$ cat config.mk
export PLATFORM = sky130hd
export DESIGN_NAME = mmi_regbank_flat
export DESIGN_NICKNAME = d
export VERILOG_FILES = /design/src/rtl/mmi_regbank_if.sv /design/src/rtl/mmi_regbank.sv /design/src/flat_wrapper.sv
export SDC_FILE = /design/constraint.sdc
export NUM_CORES = 1
export LEC_CHECK = 0
export ABC_AREA = 0
export ABC_CLOCK_PERIOD_IN_PS = 1800
export BUFFER_PORTS_ARGS = -buffer_cell sky130_fd_sc_hd__buf_2
export CORE_AREA = 3 3 246 248
export DETAILED_ROUTE_END_ITERATION = 16
export DIE_AREA = 0 0 249 251
export PLACE_DENSITY = 0.54
export SYNTH_ARGS = -nofsm -noshare
export SYNTH_HDL_FRONTEND = slang
export SYNTH_SLANG_ARGS = --single-unit
$ cat constraint.sdc
create_clock -name clk -period 1.8 [get_ports clk]
set_input_delay 0.27 -clock clk [delete_from_list [all_inputs] [get_ports clk]]
set_output_delay 0.27 -clock clk [all_outputs]
set_load 0.005 [all_outputs]
$ cat src/rtl/mmi_regbank_if.sv
// MMI bus between the CPU (master) and the register bank (slave).
// The request is held until the slave answers with a one-cycle ready pulse.
interface mmi_regbank_if #(
    parameter int AW = 3,
    parameter int DW = 32
);
    logic              mmi_valid;
    logic [DW/8-1:0]   mmi_wstrb;
    logic [AW-1:0]     i_mmi_addr;
    logic [DW-1:0]     i_mmi_wdata;
    logic              mmi_ready;
    logic              mmi_err;
    logic [DW-1:0]     o_mmi_rdata;

    modport master (
        output mmi_valid, mmi_wstrb, i_mmi_addr, i_mmi_wdata,
        input  mmi_ready, mmi_err, o_mmi_rdata
    );

    modport slave (
        input  mmi_valid, mmi_wstrb, i_mmi_addr, i_mmi_wdata,
        output mmi_ready, mmi_err, o_mmi_rdata
    );
endinterface

$ cat src/rtl/mmi_regbank.sv
// Parametrised memory-mapped register bank between the CPU MMI bus and
// hardware clients. Registers flagged in RO_MASK are hardware-owned status
// words; the rest are CPU control words, one of which is a write-1-to-clear
// interrupt status register gated by an enable register into irq.
module mmi_regbank #(
    parameter int              NREG    = 8,
    parameter int              AW      = 3,
    parameter int              DW      = 32,
    parameter logic [NREG-1:0] RO_MASK = NREG'(8'h07),
    parameter int              IRQ_IDX = NREG - 2,
    parameter int              IEN_IDX = NREG - 1
) (
    input  logic                clk,
    input  logic                rst,
    mmi_regbank_if.slave        bus,
    input  logic [NREG-1:0]     hw_we,
    input  logic [NREG*DW-1:0]  hw_wdata,
    input  logic [DW-1:0]       hw_irq_set,
    output logic [NREG*DW-1:0]  reg_q,
    output logic [NREG-1:0]     cpu_wr_pulse,
    output logic                irq
);

    typedef enum logic {IDLE, RESP} state_t;

    state_t          state_reg;
    logic            ready_reg;
    logic            err_reg;
    logic            irq_reg;
    logic [DW-1:0]   rdata_reg;
    logic [NREG-1:0] pulse_reg;

    logic [DW-1:0]   regs_reg  [NREG];
    logic [DW-1:0]   regs_next [NREG];

    logic [NREG-1:0] sel;
    logic [NREG-1:0] wr_sel;
    logic [DW-1:0]   bmask;
    logic [DW-1:0]   rd_mux;
    logic            accept;
    logic            is_wr;
    logic            addr_ok;
    logic            ro_hit;
    logic            acc_err;

    // hw_we/hw_wdata lanes of CPU-owned registers are deliberately ignored.
    logic            unused_hw;
    assign unused_hw = ^{hw_we, hw_wdata};

    // Expand byte strobes into a bit mask.
    for (genvar gi = 0; gi < DW/8; gi++) begin : g_bmask
        assign bmask[gi*8 +: 8] = {8{bus.mmi_wstrb[gi]}};
    end

    // Flat register view straight from the flops.
    for (genvar gi = 0; gi < NREG; gi++) begin : g_regq
        assign reg_q[gi*DW +: DW] = regs_reg[gi];
    end

    // Address decode and read mux; an out-of-range address selects nothing.
    always_comb begin
        sel    = '0;
        rd_mux = '0;
        for (int i = 0; i < NREG; i++) begin
            sel[i] = (bus.i_mmi_addr == AW'(i));
            if (sel[i]) begin
                rd_mux = rd_mux | regs_reg[i];
            end
        end
    end

    assign addr_ok = |sel;
    assign is_wr   = |bus.mmi_wstrb;
    assign ro_hit  = |(sel & RO_MASK);
    assign acc_err = !addr_ok || (is_wr && ro_hit);
    assign accept  = (state_reg == IDLE) && bus.mmi_valid;
    assign wr_sel  = (accept && is_wr && !acc_err) ? sel : '0;

    // Next register contents: hardware loads for status words, CPU byte
    // writes for control words, and W1C with set-priority for the IRQ word.
    always_comb begin
        for (int i = 0; i < NREG; i++) begin
            regs_next[i] = regs_reg[i];
            if (RO_MASK[i]) begin
                if (hw_we[i]) begin
                    regs_next[i] = hw_wdata[i*DW +: DW];
                end
            end else if (i == IRQ_IDX) begin
                regs_next[i] = (regs_reg[i] & ~(wr_sel[i] ? (bus.i_mmi_wdata & bmask) : '0))
                             | hw_irq_set;
            end else if (wr_sel[i]) begin
                regs_next[i] = (regs_reg[i] & ~bmask) | (bus.i_mmi_wdata & bmask);
            end
        end
    end

    // Register storage; reset wipes everything including a write in flight.
    always_ff @(posedge clk) begin
        for (int i = 0; i < NREG; i++) begin
            if (rst) begin
                regs_reg[i] <= '0;
            end else begin
                regs_reg[i] <= regs_next[i];
            end
        end
    end

    // Bus FSM with registered response, write pulses and interrupt output.
    always_ff @(posedge clk) begin
        if (rst) begin
            state_reg <= IDLE;
            ready_reg <= 1'b0;
            err_reg   <= 1'b0;
            rdata_reg <= '0;
            pulse_reg <= '0;
            irq_reg   <= 1'b0;
        end else begin
            irq_reg <= |(regs_reg[IRQ_IDX] & regs_reg[IEN_IDX]);
            case (state_reg)
                IDLE: begin
                    if (accept) begin
                        state_reg <= RESP;
                        ready_reg <= 1'b1;
                        err_reg   <= acc_err;
                        rdata_reg <= rd_mux;
                        pulse_reg <= wr_sel;
                    end else begin
                        ready_reg <= 1'b0;
                        err_reg   <= 1'b0;
                        rdata_reg <= '0;
                        pulse_reg <= '0;
                    end
                end
                RESP: begin
                    state_reg <= IDLE;
                    ready_reg <= 1'b0;
                    err_reg   <= 1'b0;
                    rdata_reg <= '0;
                    pulse_reg <= '0;
                end
                default: begin
                    state_reg <= IDLE;
                end
            endcase
        end
    end

    assign bus.mmi_ready   = ready_reg;
    assign bus.mmi_err     = err_reg;
    assign bus.o_mmi_rdata = rdata_reg;
    assign cpu_wr_pulse    = pulse_reg;
    assign irq             = irq_reg;

endmodule

$ cat src/flat_wrapper.sv
// flat-port wrapper written by rule: the top's interface ports become plain ports
module mmi_regbank_flat 
#(
    parameter int              NREG    = 8,
    parameter int              AW      = 3,
    parameter int              DW      = 32,
    parameter logic [NREG-1:0] RO_MASK = NREG'(8'h07),
    parameter int              IRQ_IDX = NREG - 2,
    parameter int              IEN_IDX = NREG - 1
)
  (clk, rst, hw_we, hw_wdata, hw_irq_set, reg_q, cpu_wr_pulse, irq, bus_mmi_valid, bus_mmi_wstrb, bus_i_mmi_addr, bus_i_mmi_wdata, bus_mmi_ready, bus_mmi_err, bus_o_mmi_rdata);
  mmi_regbank_if #(.AW(AW), .DW(DW)) bus_i ();
  input  logic clk;
  input  logic rst;
  input  logic [NREG-1:0] hw_we;
  input  logic [NREG*DW-1:0] hw_wdata;
  input  logic [DW-1:0] hw_irq_set;
  output logic [NREG*DW-1:0] reg_q;
  output logic [NREG-1:0] cpu_wr_pulse;
  output logic irq;
  input wire logic [$bits(bus_i.mmi_valid)-1:0] bus_mmi_valid;
  input wire logic [$bits(bus_i.mmi_wstrb)-1:0] bus_mmi_wstrb;
  input wire logic [$bits(bus_i.i_mmi_addr)-1:0] bus_i_mmi_addr;
  input wire logic [$bits(bus_i.i_mmi_wdata)-1:0] bus_i_mmi_wdata;
  output wire logic [$bits(bus_i.mmi_ready)-1:0] bus_mmi_ready;
  output wire logic [$bits(bus_i.mmi_err)-1:0] bus_mmi_err;
  output wire logic [$bits(bus_i.o_mmi_rdata)-1:0] bus_o_mmi_rdata;
  assign bus_i.mmi_valid = bus_mmi_valid;
  assign bus_i.mmi_wstrb = bus_mmi_wstrb;
  assign bus_i.i_mmi_addr = bus_i_mmi_addr;
  assign bus_i.i_mmi_wdata = bus_i_mmi_wdata;
  assign bus_mmi_ready = bus_i.mmi_ready;
  assign bus_mmi_err = bus_i.mmi_err;
  assign bus_o_mmi_rdata = bus_i.o_mmi_rdata;
  mmi_regbank #(.NREG(NREG), .AW(AW), .DW(DW), .RO_MASK(RO_MASK), .IRQ_IDX(IRQ_IDX), .IEN_IDX(IEN_IDX)) u_core (.clk(clk), .rst(rst), .bus(bus_i), .hw_we(hw_we), .hw_wdata(hw_wdata), .hw_irq_set(hw_irq_set), .reg_q(reg_q), .cpu_wr_pulse(cpu_wr_pulse), .irq(irq));
endmodule
==> flow_summary.json <==
{
  "drive_above_1_share": 0.3206,
  "drc": 0,
  "crit_family": "flip-flops",
  "maxSlewViolCount": 0,
  "yosys.area_share.simple": 0.1021,
  "tightest_slew_ns": 0.6649,
  "grt_setup_unrepaired": "false",
  "worstPathCellList": "buf_2",
  "antenna_found_initial": 2,
  "cp-start-kind": "flop",
  "clkPwrFrac": 0.455,
  "cap_violations": 0,
  "dr.pass1.iters": 7,
  "crit_required_ns": 1.53,
  "die-area_um2": 62500,
  "synth_edf_count": 0,
  "yosys_warnings": 0,
  "power.leakage_nw": 7.803,
  "grt.total_usage": 0.1905,
  "n_fill_cell": 6084,
  "layout_common_cells": "buf_2 (470), dfxtp_1 (299), a22oi_1 (144)",
  "gp_congestion": 0.8494,
  "die_h_um": 251,
  "h-tree-depth": 2,
  "fin_skew_ns": 0.01520,
  "cp-startpoint": "u_core.regs_reg[1][67]",
  "place_inst": 2502,
  "ios": 637,
  "cts_setup_buffers": 0,
  "end_kind": "output port",
  "core_um2": 58690,
  "num_vias": 13170,
  "min_path_type": "primary input to flop",
  "cts_resized": 0,
  "drt_iter0_drc": 881,
  "slew-limit-headroom": 0.5567,
  "clock_latency_ns": 0.54,
  "cts_tree": "yes",
  "worstPathArrival_ns": 1.32,
  "post_drt_wl_per_cell_um": 23.15,
  "crit_type": "flop to output port",
  "clock-sinks": 299,
  "grt_max_degree": 116,
  "swShare": 0.2635,
  "final_nets": 2244,
  "ys_types": 30,
  "worst_path_max_delay_cell": "dfxtp_1",
  "seq_power_share": 0.427,
  "synth_top_family_by_area": "compound AO/OA/AOI/OAI gates",
  "cts_buffers": 37,
  "status": "finished, final reports clean",
  "synthMuxAreaShare": 0.07916,
  "ys_seq_elements": 299,
  "synth-compound-area-share": 0.2593,
  "async_flop_share": 0,
  "ctsHoldBuffers": 138,
  "clk_pin_slew_ns": 0.06,
  "final_cells": 2706,
  "slowest_delay_ns": 0.58,
  "grt_first_pass_wirelength_um": 89620,
  "syn_area_per_cell_um2": 9.203,
  "die_x_um": 249,
  "grt-ovfl-total": 0,
  "power.density_nw_per_um2": 907.5,
  "cts.path.max_buffers": 3,
  "final_hold_viol_count": 0,
  "internal-power_w": 0.01227,
  "wirelength_um": 62650,
  "p_switching_w": 0.004389,
  "syn_area_um2": 12140,
  "port_buffers": 471,
  "final_common_cell": "buf_2",
  "area_growth_pct": 51.22,
  "viasPerCell": 4.868,
  "first_global_vias": 13130,
  "irDropWorstVdd_mv": 0.7501,
  "drtAntennaViolNets": 0,
  "hold_ws_ns": 0.03968,
  "combPwrFrac": 0.118,
  "synthCells": 1319,
  "post-route-period-util": 0.8841,
  "worst-path-buf-inv": 1,
  "rows": 89,
  "fin_crit_ns": 1.591,
  "synth-adder-area-share": 0,
  "synthXorXnorAreaFrac": 0,
  "min_from": "bus_i_mmi_wdata[31]",
  "max_freq_mhz": 628.4,
  "initial_utilization": 0.2069,
  "dp_hpwl_um": 45060,
  "crit_fanout": 4,
  "synth-seq-area-share": 0.4931,
  "yosys_most_used_dff": "dfxtp_1",
  "root_buffer": "clkbuf_16",
  "setup_viol": 0
}
==> area by class of cell <==
class / instances / area, µm² / share of cell area
Clock inverter: 13 / 142.6 / 0.007770
Antenna cell: 2 / 5.005 / 0.0002726
Tap cell: 773 / 967.2 / 0.05269
Inverter: 34 / 127.6 / 0.006952
Clock buffer: 51 / 1081 / 0.05889
Sequential cell: 299 / 5986 / 0.3261
Multi-Input combinational cell: 853 / 5409 / 0.2947
Timing Repair Buffer: 681 / 4638 / 0.2527
==> through the flow <==
stage | area (µm²) | worst slack, ns | TNS (ns) | utilization | total power [W]
finish | 18360 | 0.2086 | 0 | 0.3128 | 0.01666
global route | 18350 | 0.1439 | 0 | 0.3128 | 0.01726
CTS | 18350 | 0.1639 | 0 | 0.3127 | 0.01686
detailed placement | 15750 | -0.04765 | -0.1005 | 0.2683 | 0.008987
global placement | 15750 | -0.03674 | -0.06430 | 0.2683 | 0.008961
floorplan | 12150 | 0.4586 | 0 | - | 0.007918
==> worst paths after layout <==
| path | to | slack, ns | cells after the start |
|---|---|---|---|
| setup / recovery | reg_q[195] | 0.21 | 1 |
| hold / removal | flop | 0.04 | 3 |
| setup reg to reg | u_core.irq | 0.29 | 4 |
| hold reg to reg | flop | 0.49 | 2 |
==> power groups by stage <==
stage / combinational, W / sequential [W] / clock [W]
after global placement: 0.00171 / 0.00725 / 0
after CTS: 0.00197 / 0.00711 / 0.00778
final: 0.00197 / 0.00711 / 0.00757
after detailed placement: 0.00173 / 0.00726 / 0
after floorplan: 0.000743 / 0.00718 / 0
after global routing: 0.00212 / 0.00714 / 0.00800
==> cell usage after synthesis, types with 7 or more instances <==
cell,n,area share
buf_1,7,0.0022
buf_6,10,0.0093
clkbuf_1,65,0.020
a22oi_1,144,0.089
nor2_1,101,0.031
a31oi_1,32,0.016
mux2i_1,96,0.079
nand3_1,129,0.053
buf_4,10,0.0062
dfxtp_1,299,0.49
a21oi_1,128,0.053
o21ai_0,128,0.053
buf_2,43,0.018
inv_1,33,0.010
o21a_1,32,0.020
a41oi_1,27,0.019
nand3b_1,8,0.0049
and3b_1,7,0.0051
==> cells by family (layout without fill, tap and decap cells) <==
logic type	after synthesis	after routing
AO/OA/AOI/OAI	499	499
buffers and inverters	169	779
flip-flops	299	299
multiplexers	96	96
other	1	5
AND/OR/NAND/NOR	255	255
==> per-layer routing <==
| layer | part of all wire | routed length (µm) | up-vias | GRT usage |
|---|---|---|---|---|
| met1 | 0.42 | 26510 | 6338 | 0.2441 |
| met5 | 0 | 0 | - | 0 |
| met2 | 0.46 | 28650 | 695 | 0.3077 |
| li1 | - | - | 6045 | - |
| met3 | 0.097 | 6056 | 96 | 0.06104 |
| met4 | 0.023 | 1440 | 0 | 0.05453 |
==> worst min-delay path, stage by stage <==
cell	delay (ns)
buf_2	0.14
nand3_1	0.07
a21oi_1	0.05
Power figures use the tool's default switching activity.
